### src/rtl/spi_axi_pkg.sv
// ============================================================================
// Module      : spi_axi_pkg
// Description : Shared encodings and helpers for the QSPI AXI write slave.
// Revision    : 1.0
// ============================================================================
`default_nettype none

package spi_axi_pkg;

    typedef logic [1:0] state_t;

    localparam logic [1:0] BURST_FIXED = 2'b00;
    localparam logic [1:0] BURST_INCR  = 2'b01;
    localparam logic [1:0] BURST_WRAP  = 2'b10;

    localparam logic [1:0] RESP_OKAY   = 2'b00;
    localparam logic [1:0] RESP_SLVERR = 2'b10;

    localparam state_t ST_IDLE = 2'd0;
    localparam state_t ST_DATA = 2'd1;
    localparam state_t ST_RESP = 2'd2;

    // Byte mask of the wrap window: (len+1) * 2^size - 1
    function automatic logic [15:0] wrap_mask(input logic [7:0] len, input logic [2:0] size);
        logic [15:0] span;
        span = ({8'd0, len} + 16'd1) << size;
        return span - 16'd1;
    endfunction

    function automatic logic wrap_len_ok(input logic [7:0] len);
        return (len == 8'd1) || (len == 8'd3) || (len == 8'd7) || (len == 8'd15);
    endfunction

endpackage

`default_nettype wire

### src/rtl/spi_sync_fifo.sv
// ============================================================================
// Module      : spi_sync_fifo
// Description : Single-clock FIFO with registered storage and occupancy count.
// Revision    : 1.0
// ============================================================================
`default_nettype none

module spi_sync_fifo #(
    parameter int WIDTH = 8,
    parameter int DEPTH = 16
) (
    input  logic                     clk,
    input  logic                     rst_n,
    input  logic                     push,
    input  logic [WIDTH-1:0]         push_data,
    input  logic                     pop,
    output logic [WIDTH-1:0]         pop_data,
    output logic                     full,
    output logic                     empty,
    output logic [$clog2(DEPTH):0]   count
);

    localparam int PW = $clog2(DEPTH);

    logic [WIDTH-1:0] r_mem [DEPTH];
    logic [PW-1:0]    r_wr_ptr;
    logic [PW-1:0]    r_rd_ptr;
    logic [PW:0]      r_count;
    logic             w_push;
    logic             w_pop;

    assign full   = (r_count == (PW+1)'(DEPTH));
    assign empty  = (r_count == '0);
    assign count  = r_count;
    assign w_push = push && !full;
    assign w_pop  = pop && !empty;

    always_ff @(posedge clk) begin
        if (w_push) begin
            r_mem[r_wr_ptr] <= push_data;
        end
    end

    always_ff @(posedge clk or negedge rst_n) begin
        if (!rst_n) begin
            r_wr_ptr <= '0;
            r_rd_ptr <= '0;
            r_count  <= '0;
        end else begin
            if (w_push) begin
                r_wr_ptr <= r_wr_ptr + PW'(1);
            end
            if (w_pop) begin
                r_rd_ptr <= r_rd_ptr + PW'(1);
            end
            case ({w_push, w_pop})
                2'b10:   r_count <= r_count + (PW+1)'(1);
                2'b01:   r_count <= r_count - (PW+1)'(1);
                default: r_count <= r_count;
            endcase
        end
    end

    // Head entry is zeroed while empty so stale storage never reaches the engine
    assign pop_data = empty ? '0 : r_mem[r_rd_ptr];

endmodule

`default_nettype wire

### src/rtl/spi_axi_wr_slave.sv
// ============================================================================
// Module      : spi_axi_wr_slave
// Description : AXI4 write slave; burst address generation, beat FIFO to SPI engine.
// Revision    : 1.0
// ============================================================================
`default_nettype none

module spi_axi_wr_slave
    import spi_axi_pkg::*;
#(
    parameter int DW         = 128,
    parameter int AW         = 32,
    parameter int IDW        = 6,
    parameter int FIFO_DEPTH = 16
) (
    input  logic              aclk,
    input  logic              aresetn,
    input  logic [IDW-1:0]    spi_if_awid,
    input  logic [AW-1:0]     spi_if_awaddr,
    input  logic [7:0]        spi_if_awlen,
    input  logic [2:0]        spi_if_awsize,
    input  logic [1:0]        spi_if_awburst,
    input  logic              spi_if_awlock,
    input  logic [2:0]        spi_if_awcache,
    input  logic              spi_if_awvalid,
    output logic              spi_if_awready,
    input  logic [DW-1:0]     spi_if_wdata,
    input  logic [DW/8-1:0]   spi_if_wstrb,
    input  logic              spi_if_wlast,
    input  logic              spi_if_wvalid,
    output logic              spi_if_wready,
    output logic [IDW-1:0]    spi_if_bid,
    output logic [1:0]        spi_if_bresp,
    output logic              spi_if_bvalid,
    input  logic              spi_if_bready,
    output logic              eng_wvalid,
    input  logic              eng_wready,
    output logic [AW-1:0]     eng_waddr,
    output logic [DW-1:0]     eng_wdata,
    output logic [DW/8-1:0]   eng_wstrb,
    output logic              eng_wlast
);

    localparam int         SW       = DW / 8;
    localparam logic [2:0] MAX_SIZE = 3'($clog2(SW));
    localparam int         FW       = AW + DW + SW + 1;

    state_t           r_state;
    state_t           w_state_nxt;
    logic             r_alive;
    logic [IDW-1:0]   r_id;
    logic [AW-1:0]    r_addr;
    logic [7:0]       r_len;
    logic [2:0]       r_size;
    logic [1:0]       r_burst;
    logic [7:0]       r_beat;
    logic             r_aw_err;
    logic             r_wl_err;

    logic             w_aw_hs;
    logic             w_w_hs;
    logic             w_last_beat;
    logic             w_push;
    logic             w_aw_err;
    logic [AW-1:0]    w_size_mask;
    logic [AW-1:0]    w_step;
    logic [AW-1:0]    w_sum;
    logic [AW-1:0]    w_wmask;
    logic [AW-1:0]    w_next_addr;
    logic             w_fifo_full;
    logic             w_fifo_empty;
    logic [$clog2(FIFO_DEPTH):0] w_fifo_count;
    logic [FW-1:0]    w_fifo_in;
    logic [FW-1:0]    w_fifo_out;
    logic             w_unused;

    assign w_unused    = ^{spi_if_awlock, spi_if_awcache, w_fifo_count};

    assign w_aw_hs     = spi_if_awvalid && spi_if_awready;
    assign w_w_hs      = spi_if_wvalid && spi_if_wready;
    assign w_last_beat = (r_beat == r_len);
    assign w_push      = w_w_hs && !r_aw_err;

    assign w_size_mask = (AW'(1) << spi_if_awsize) - AW'(1);
    assign w_aw_err    = (spi_if_awsize > MAX_SIZE)
                      || (spi_if_awburst == 2'b11)
                      || ((spi_if_awburst == BURST_WRAP)
                          && (!wrap_len_ok(spi_if_awlen) || ((spi_if_awaddr & w_size_mask) != '0)));

    // WRAP keeps the bits above the window and wraps the low bits inside it
    assign w_step  = AW'(1) << r_size;
    assign w_sum   = r_addr + w_step;
    assign w_wmask = AW'(wrap_mask(r_len, r_size));

    always_comb begin
        w_next_addr = w_sum;
        case (r_burst)
            BURST_FIXED: w_next_addr = r_addr;
            BURST_WRAP:  w_next_addr = (r_addr & ~w_wmask) | (w_sum & w_wmask);
            default:     w_next_addr = w_sum;
        endcase
    end

    always_ff @(posedge aclk or negedge aresetn) begin
        if (!aresetn) begin
            r_alive  <= 1'b0;
            r_id     <= '0;
            r_addr   <= '0;
            r_len    <= '0;
            r_size   <= '0;
            r_burst  <= '0;
            r_beat   <= '0;
            r_aw_err <= 1'b0;
            r_wl_err <= 1'b0;
        end else begin
            r_alive <= 1'b1;
            if (w_aw_hs) begin
                r_id     <= spi_if_awid;
                r_addr   <= spi_if_awaddr;
                r_len    <= spi_if_awlen;
                r_size   <= spi_if_awsize;
                r_burst  <= spi_if_awburst;
                r_beat   <= '0;
                r_aw_err <= w_aw_err;
                r_wl_err <= 1'b0;
            end else if (w_w_hs) begin
                r_beat <= r_beat + 8'd1;
                r_addr <= w_next_addr;
                if (spi_if_wlast != w_last_beat) begin
                    r_wl_err <= 1'b1;
                end
            end
        end
    end

    always_ff @(posedge aclk or negedge aresetn) begin
        if (!aresetn) begin
            r_state <= ST_IDLE;
        end else begin
            r_state <= w_state_nxt;
        end
    end

    always_comb begin
        w_state_nxt = r_state;
        case (r_state)
            ST_IDLE: if (w_aw_hs)                 w_state_nxt = ST_DATA;
            ST_DATA: if (w_w_hs && w_last_beat)   w_state_nxt = ST_RESP;
            ST_RESP: if (spi_if_bready)           w_state_nxt = ST_IDLE;
            default:                              w_state_nxt = ST_IDLE;
        endcase
    end

    always_comb begin
        spi_if_awready = (r_state == ST_IDLE) && r_alive;
        spi_if_wready  = (r_state == ST_DATA) && (r_aw_err || !w_fifo_full);
        spi_if_bvalid  = (r_state == ST_RESP);
    end

    assign spi_if_bid   = r_id;
    assign spi_if_bresp = (r_aw_err || r_wl_err) ? RESP_SLVERR : RESP_OKAY;

    assign w_fifo_in = {r_addr, spi_if_wdata, spi_if_wstrb, w_last_beat};

    spi_sync_fifo #(
        .WIDTH (FW),
        .DEPTH (FIFO_DEPTH)
    ) u_fifo (
        .clk       (aclk),
        .rst_n     (aresetn),
        .push      (w_push),
        .push_data (w_fifo_in),
        .pop       (eng_wvalid && eng_wready),
        .pop_data  (w_fifo_out),
        .full      (w_fifo_full),
        .empty     (w_fifo_empty),
        .count     (w_fifo_count)
    );

    assign eng_wvalid = !w_fifo_empty;
    assign {eng_waddr, eng_wdata, eng_wstrb, eng_wlast} = w_fifo_out;

endmodule

`default_nettype wire

### config.mk
export PLATFORM = sky130hd
export DESIGN_NAME = spi_axi_wr_slave
export DESIGN_NICKNAME = d
export VERILOG_FILES = /design/src/rtl/spi_axi_pkg.sv /design/src/rtl/spi_sync_fifo.sv /design/src/rtl/spi_axi_wr_slave.sv
export SDC_FILE = /design/constraint.sdc
export NUM_CORES = 2
export LEC_CHECK = 0
export CORE_MARGIN = 4
export CORE_UTILIZATION = 51
export CTS_BUF_LIST = sky130_fd_sc_hd__clkbuf_8
export DETAILED_ROUTE_END_ITERATION = 8
export GPL_TIMING_DRIVEN = 0
export PLACE_DENSITY = 0.68
export RECOVER_POWER = 100
export SLEW_MARGIN = 20
export SYNTH_ARGS = -nofsm -noshare
export SYNTH_HDL_FRONTEND = slang
export SYNTH_HIERARCHICAL = 1
export SYNTH_SLANG_ARGS = --single-unit
### constraint.sdc
create_clock -name aclk -period 25.6 [get_ports aclk]
set_input_delay 3.84 -clock aclk [delete_from_list [all_inputs] [get_ports aclk]]
set_output_delay 3.84 -clock aclk [all_outputs]
set_load 0.1 [all_outputs]
======== After elaboration in Yosys (flattened, before gate mapping) ========
Memory sizes are Yosys's and may differ from the RTL's.
Cells that the tools add are included.
cells by class
  add/sub/neg operators ................... 9
  mux-type cells .......................... 17
  magnitude comparators ................... 1
  equality and inequality tests ........... 18
  shift operators ......................... 3
  bitwise operators ....................... 5
  reduce and logical (&&, ||, !) cells .... 32
operator list
  kind                                                                  count
  177-bit two-way mux                                                   1
  32-bit bitwise AND                                                    2
  32-bit two-way mux                                                    2
  32-bit case mux with 2 select lines                                   1
  1-bit by 3-bit left shift with 32-bit output, first input constant    2
  32-bit adder                                                          1
  32-bit by 16-bit bitwise AND with 32-bit output                       1
  16-bit NOT with 32-bit output                                         1
  32-bit OR                                                             1
  32-bit nonzero test                                                   1
  32-bit by 2-bit subtractor with 32-bit output, second input constant  1
  8-bit two-way mux                                                     2
  9-bit by 3-bit left shift with 16-bit output                          1
  16-bit by 1-bit subtractor with 16-bit output, second input constant  1
  2-bit == test, second input constant                                  5
  1-bit logical AND                                                     10
  5-bit case mux with 2 select lines                                    1
  8-bit by 1-bit adder with 9-bit output, second input constant         1
  4-bit by 1-bit adder with 4-bit output, second input constant         2
  8-bit by 1-bit adder with 8-bit output, second input constant         1
  8-bit by 1-bit == test with 1-bit output, second input constant       1
  8-bit by 2-bit == test with 1-bit output, second input constant       1
  8-bit by 3-bit == test with 1-bit output, second input constant       1
  8-bit by 4-bit == test with 1-bit output, second input constant       1
  other kinds (19)                                                      43
storage, ports and cells
  bits in writable memories ............... 2,832
  output and inout port bits .............. 189
  memories kept ........................... 1
  logic and storage cells ................. 99
  bits in registers ....................... 77
memory list
  name          depth  width  read ports  clocked after memory_dff  wr ports  line                 text
  u_fifo.r_mem  16     177    1           0                         1         spi_sync_fifo.sv:25  logic [WIDTH-1:0] r_mem [DEPTH];

======== Logic depth before layout (Yosys ltp) ========
  word-level depth ........................ 9
  gate-level depth with buffers ........... 16

======== By module ========
Netlist, hierarchy kept.
by module, submodules not included
  module            times used  cells each  area each (sq um)
  spi_sync_fifo     1           5,003       109,946.7
  spi_axi_wr_slave  1           659         5,251.3

======== Worst setup path after synthesis ========
No wires, ideal clock.
  path kind ............................... input port to flip-flop
  start ................................... in spi_if_wvalid
  end ..................................... mem u_fifo/r_mem[3][0] in the netlist's numbering, enable pin
  library setup time ...................... 0.930 ns
  stages on the path ...................... 5
  arrival time ............................ 16.690 ns
  setup slack ............................. 7.980 ns
  buffers on the path ..................... 0
  cells stage by stage .................... nand2_1 > nor2_1 > a21boi_1 > nand2_1 > nor3_1
on the way
  longest elaborated chain between the ends .. 5
ends and longest elaborated chain
  element                                  line                    text
  from (decl)                              spi_axi_wr_slave.sv:30  input logic spi_if_wvalid,
  1-bit logical AND                        spi_axi_wr_slave.sv:80  assign w_w_hs = spi_if_wvalid && spi_if_wready;
  1-bit logical AND                        spi_axi_wr_slave.sv:82  assign w_push = w_w_hs && !r_aw_err;
  named net w_push                         spi_axi_wr_slave.sv:63  logic w_push;
  1-bit logical AND                        spi_sync_fifo.sv:35     assign w_push = push && !full;
  1-bit two-way mux                        spi_sync_fifo.sv:39     if (w_push) begin
  1-bit two-way mux (not written as such)  spi_sync_fifo.sv:40     r_mem[r_wr_ptr] <= push_data;
  to (decl)                                spi_sync_fifo.sv:25
The timed path passes the listed nets, and every way through them passes these cells.

======== Worst setup path after layout ========
  start ................................... in spi_if_wvalid
  end ..................................... mem u_fifo/r_mem[11][100] in the netlist's numbering, enable pin
The elaborated chain is that of the path after synthesis.

==> flow_summary.toml <==
[routing]
met3_wirelength_mm = 25.31
top_layer = "met5"
drtIter0Drc = 6931
wl_per_cell_um = 29.09
wl_met1_mm = 118.1
via_per_inst = 6.054
drt_wl_total_mm = 294.8
vias = 61356
first_pass_iters = 5
met2_length_mm = 142.2
post-route-drc-count = 0
antenna_left = 0

[run_status]
status = "finished with violations"
violations = "max-capacitance violations, max-slew violations"

[sta]
fin_crit_sh = 0.4548
hold_violations = 0
max_slew_margin = -0.9829
grt_setup_unrepaired = "no"
whs_ns = 0.4810
skew_ns = 0.08432
worst_pin_slew_ns = 2.974
slew_violations = 635
max_clock_freq_ghz = 0.08589
finalSetupTns_ns = 0
period_minus_slack_ns = 11.64
setup_viol = 0

[global_routing]
grt_max_degree = 48
grt_use_total = 0.2493
grt-ovfl-total = 0
grt_pass1_vias = 62289
grt_pass1_wl_mm = 426.5
antenna_found_initial = 74

[power]
ir_drop_mv = 0.05729
leakagePower_nw = 43.65
total_power_mw = 9.455
powerDensity_nw_per_um2 = 71.66

[floorplan]
fp.dieArea_um2 = 233500
boundaryPins = 395
dieHeight_um = 483.3
rows = 174
core_area_um2 = 224700
die_w_um = 483.3
initial_core_util = 0.5127

[clock_tree]
clockBufferDepth = 4
cts-root-buf = "clkbuf_8"
cts_resized = 0
hold_buffers = 0
clkSinkCount = 2909
clk_latency_ns = 1.12
path_clk_slew_ns = 0.06
cts-buffers-inserted = 469
cts_tree = "done"
post_cts_buffers = 0
htree_levels = 5

[synth]
synth_ff_type = "edfxtp_1"
synthTopCellsByArea = "edfxtp_1 74%, mux4_2 14%, dfrtp_1 1.7%"
synthArstFlopShare = 0.02647
synth_edf_count = 2832
synth_warnings = 6
yosysSeqAreaShare = 0.7549
synth_cell_type_count = 91
yosysTopAreaCell = "edfxtp_1"
syn-instance-count = 5662
syn_nets = 5891
avgSynthCellArea_um2 = 20.35
yosys.area.top_type_share = 0.7382
ys_ff_latch = 2909
syn_area_um2 = 115200

[run]
cap_violations = 42

[worst_hold_path]
holdCritPathClass = "register to register"
hold_depth = 2

[critical_path]
path_class = "primary input to register"
cp-endpoint = "u_fifo/r_mem[11][100]"
crit_start = "spi_if_wvalid"
cp-start-kind = "primary input"
rr_endpoint = "u_fifo/r_mem[11][100]"
cp.arrival_ns = 12.30
r2r_setup_slack_ns = 16.02
required_ns = 26.25
endpoint_kind = "register"
r2r_cells = 14
crit_fanout = 16
reg2reg_from = "u_fifo/count[2]"

[final_layout]
layout.area.seq_um2 = 86970
syn2layout_area_growth_pct = 14.53
final_cells = 10134
drive_gt1_frac = 0.2176
fillCellCount = 16524
nNetsFinal = 6992
multiInputGateArea_um2 = 26150

[place]
port_buffers = 387
post-place-cells = 9283
place.gp.congestion = 0.8916
dp_hpwl_mm = 197.4
[registers in the layout (all words and copies together) (netlist names), named ones only]
signal           cells
u_fifo/r_mem      2832
r_addr              16
r_beat               8
r_len                8
spi_if_bid           6
u_fifo/count         5
u_fifo/r_rd_ptr      4
u_fifo/r_wr_ptr      4
r_size               3
r_burst              2
r_state              2
r_alive              1
r_aw_err             1
r_wl_err             1
[logic make-up (layout without fill, tap and decap cells)]
kind of cell	Yosys count	in the layout	synth area share
compound gates	368	368	0.02316
mux	724	724	0.1398
simple gates	1221	1221	0.05746
flops	2909	2909	0.7549
fa+ha+maj	23	23	0.002563
xor+xnor	50	50	0.003997
buf+inv	365	1814	0.01805
other cells	2	33	0.00006519
[worst min-delay path by stage]
stage | start | to
3_3_place_gp | spi_if_bid[3] | spi_if_bid[3]
5_1_grt | spi_if_bid[2] | spi_if_bid[2]
3_5_place_dp | spi_if_bid[1] | spi_if_bid[1]
6_report | spi_if_bid[2] | spi_if_bid[2]
4_1_cts | spi_if_bid[2] | spi_if_bid[2]
2_1_floorplan | r_wl_err | r_wl_err
[Yosys cell counts (all sizes together), types with 3 or more instances]
| cell | instances |
|---|---|
| a32oi | 4 |
| nor4b | 4 |
| nor3b | 3 |
| ha | 22 |
| or4 | 3 |
| or3 | 6 |
| a21oi | 36 |
| a21o | 4 |
| nand4 | 10 |
| a211oi | 187 |
| nand2 | 310 |
| xor2 | 22 |
| a31oi | 9 |
| nor3 | 198 |
| nand3b | 5 |
| nand3 | 29 |
| inv | 24 |
| and2 | 12 |
| o31ai | 3 |
| mux2 | 6 |
| nor2b | 182 |
| and3 | 187 |
| nand2b | 186 |
| nor4 | 11 |
| edfxtp | 2832 |
| o211ai | 9 |
| buf | 214 |
| mux4 | 707 |
| a21boi | 3 |
| o21a | 7 |
| o22ai | 4 |
| clkbuf | 126 |
| mux2i | 11 |
| o31a | 3 |
| nor2 | 66 |
| a22oi | 6 |
| xnor2 | 28 |
| o21ai | 64 |
| dfrtp | 77 |
| a221o | 4 |
[layout make-up]
type,instances,share of cell area
flip-flops and latches,2909,0.6591
multi-input cells,2388,0.1982
clock buffers,477,0.04976
repair buffers,630,0.03602
well taps,2992,0.02837
plain buffers,340,0.01495
clock inverters,342,0.01227
inverters,25,0.0007112
diodes,31,0.0005879
[critical path, cell delays in order]
cell	delay, ns
dlygate4sd3_1	0.55
nand2_1	0.16
nor2_1	0.15
a21boi_0	0.90
nand2_1	0.36
nor2_1	1.41
clkbuf_1	0.96
clkbuf_1	0.86
clkbuf_1	1.02
clkbuf_1	0.88
clkbuf_1	1.11
[cell usage in the layout (no fill, tap or decap), types with 21 or more instances in the layout]
master	Yosys	final
o21ai_0	59	60
dfrtp_1	77	77
buf_2	125	125
mux4_2	707	707
dlygate4sd3_1	0	326
xnor2_1	25	25
a21oi_1	36	36
inv_1	23	147
ha_1	22	22
nor2_1	65	65
clkdlybuf4s50_1	0	50
nor3_2	20	21
a211oi_1	175	176
nand2b_1	186	186
clkinv_2	0	70
nor3_1	178	177
edfxtp_1	2832	2832
nand2_1	309	309
and3_1	187	187
buf_6	53	50
buf_4	30	30
xor2_1	22	22
clkinv_1	1	134
clkbuf_1	125	373
nor2b_1	182	182
clkbuf_8	1	478
diode_2	0	31
nand3_1	26	26
[layer usage]
layer,track usage,vias to the layer above
li1,-,25507
met1,0.3544,32221
met2,0.3952,3096
met3,0.04651,520
met4,0.08138,12
met5,0,-
[per-stage QoR]
step	utilization	setup slack, ns	cell area [um2]
after floorplan	-	7.980	115200
after global placement	0.5466	-7.612	122800
after detailed placement	0.5645	17.13	126800
after CTS	0.6009	15.85	135000
after global routing	0.5871	13.69	131900
final	0.5873	13.96	131900
[power breakdown]
part | leakage, nW | internal, mW | switching (mW) | total [mW]
Clock | 4.71 | 1.80 | 1.75 | 3.55
Combinational | 11.3 | 0.138 | 0.477 | 0.614
Sequential | 27.7 | 5.25 | 0.0374 | 5.29
No activity file was read; power rests on OpenSTA's default activity.
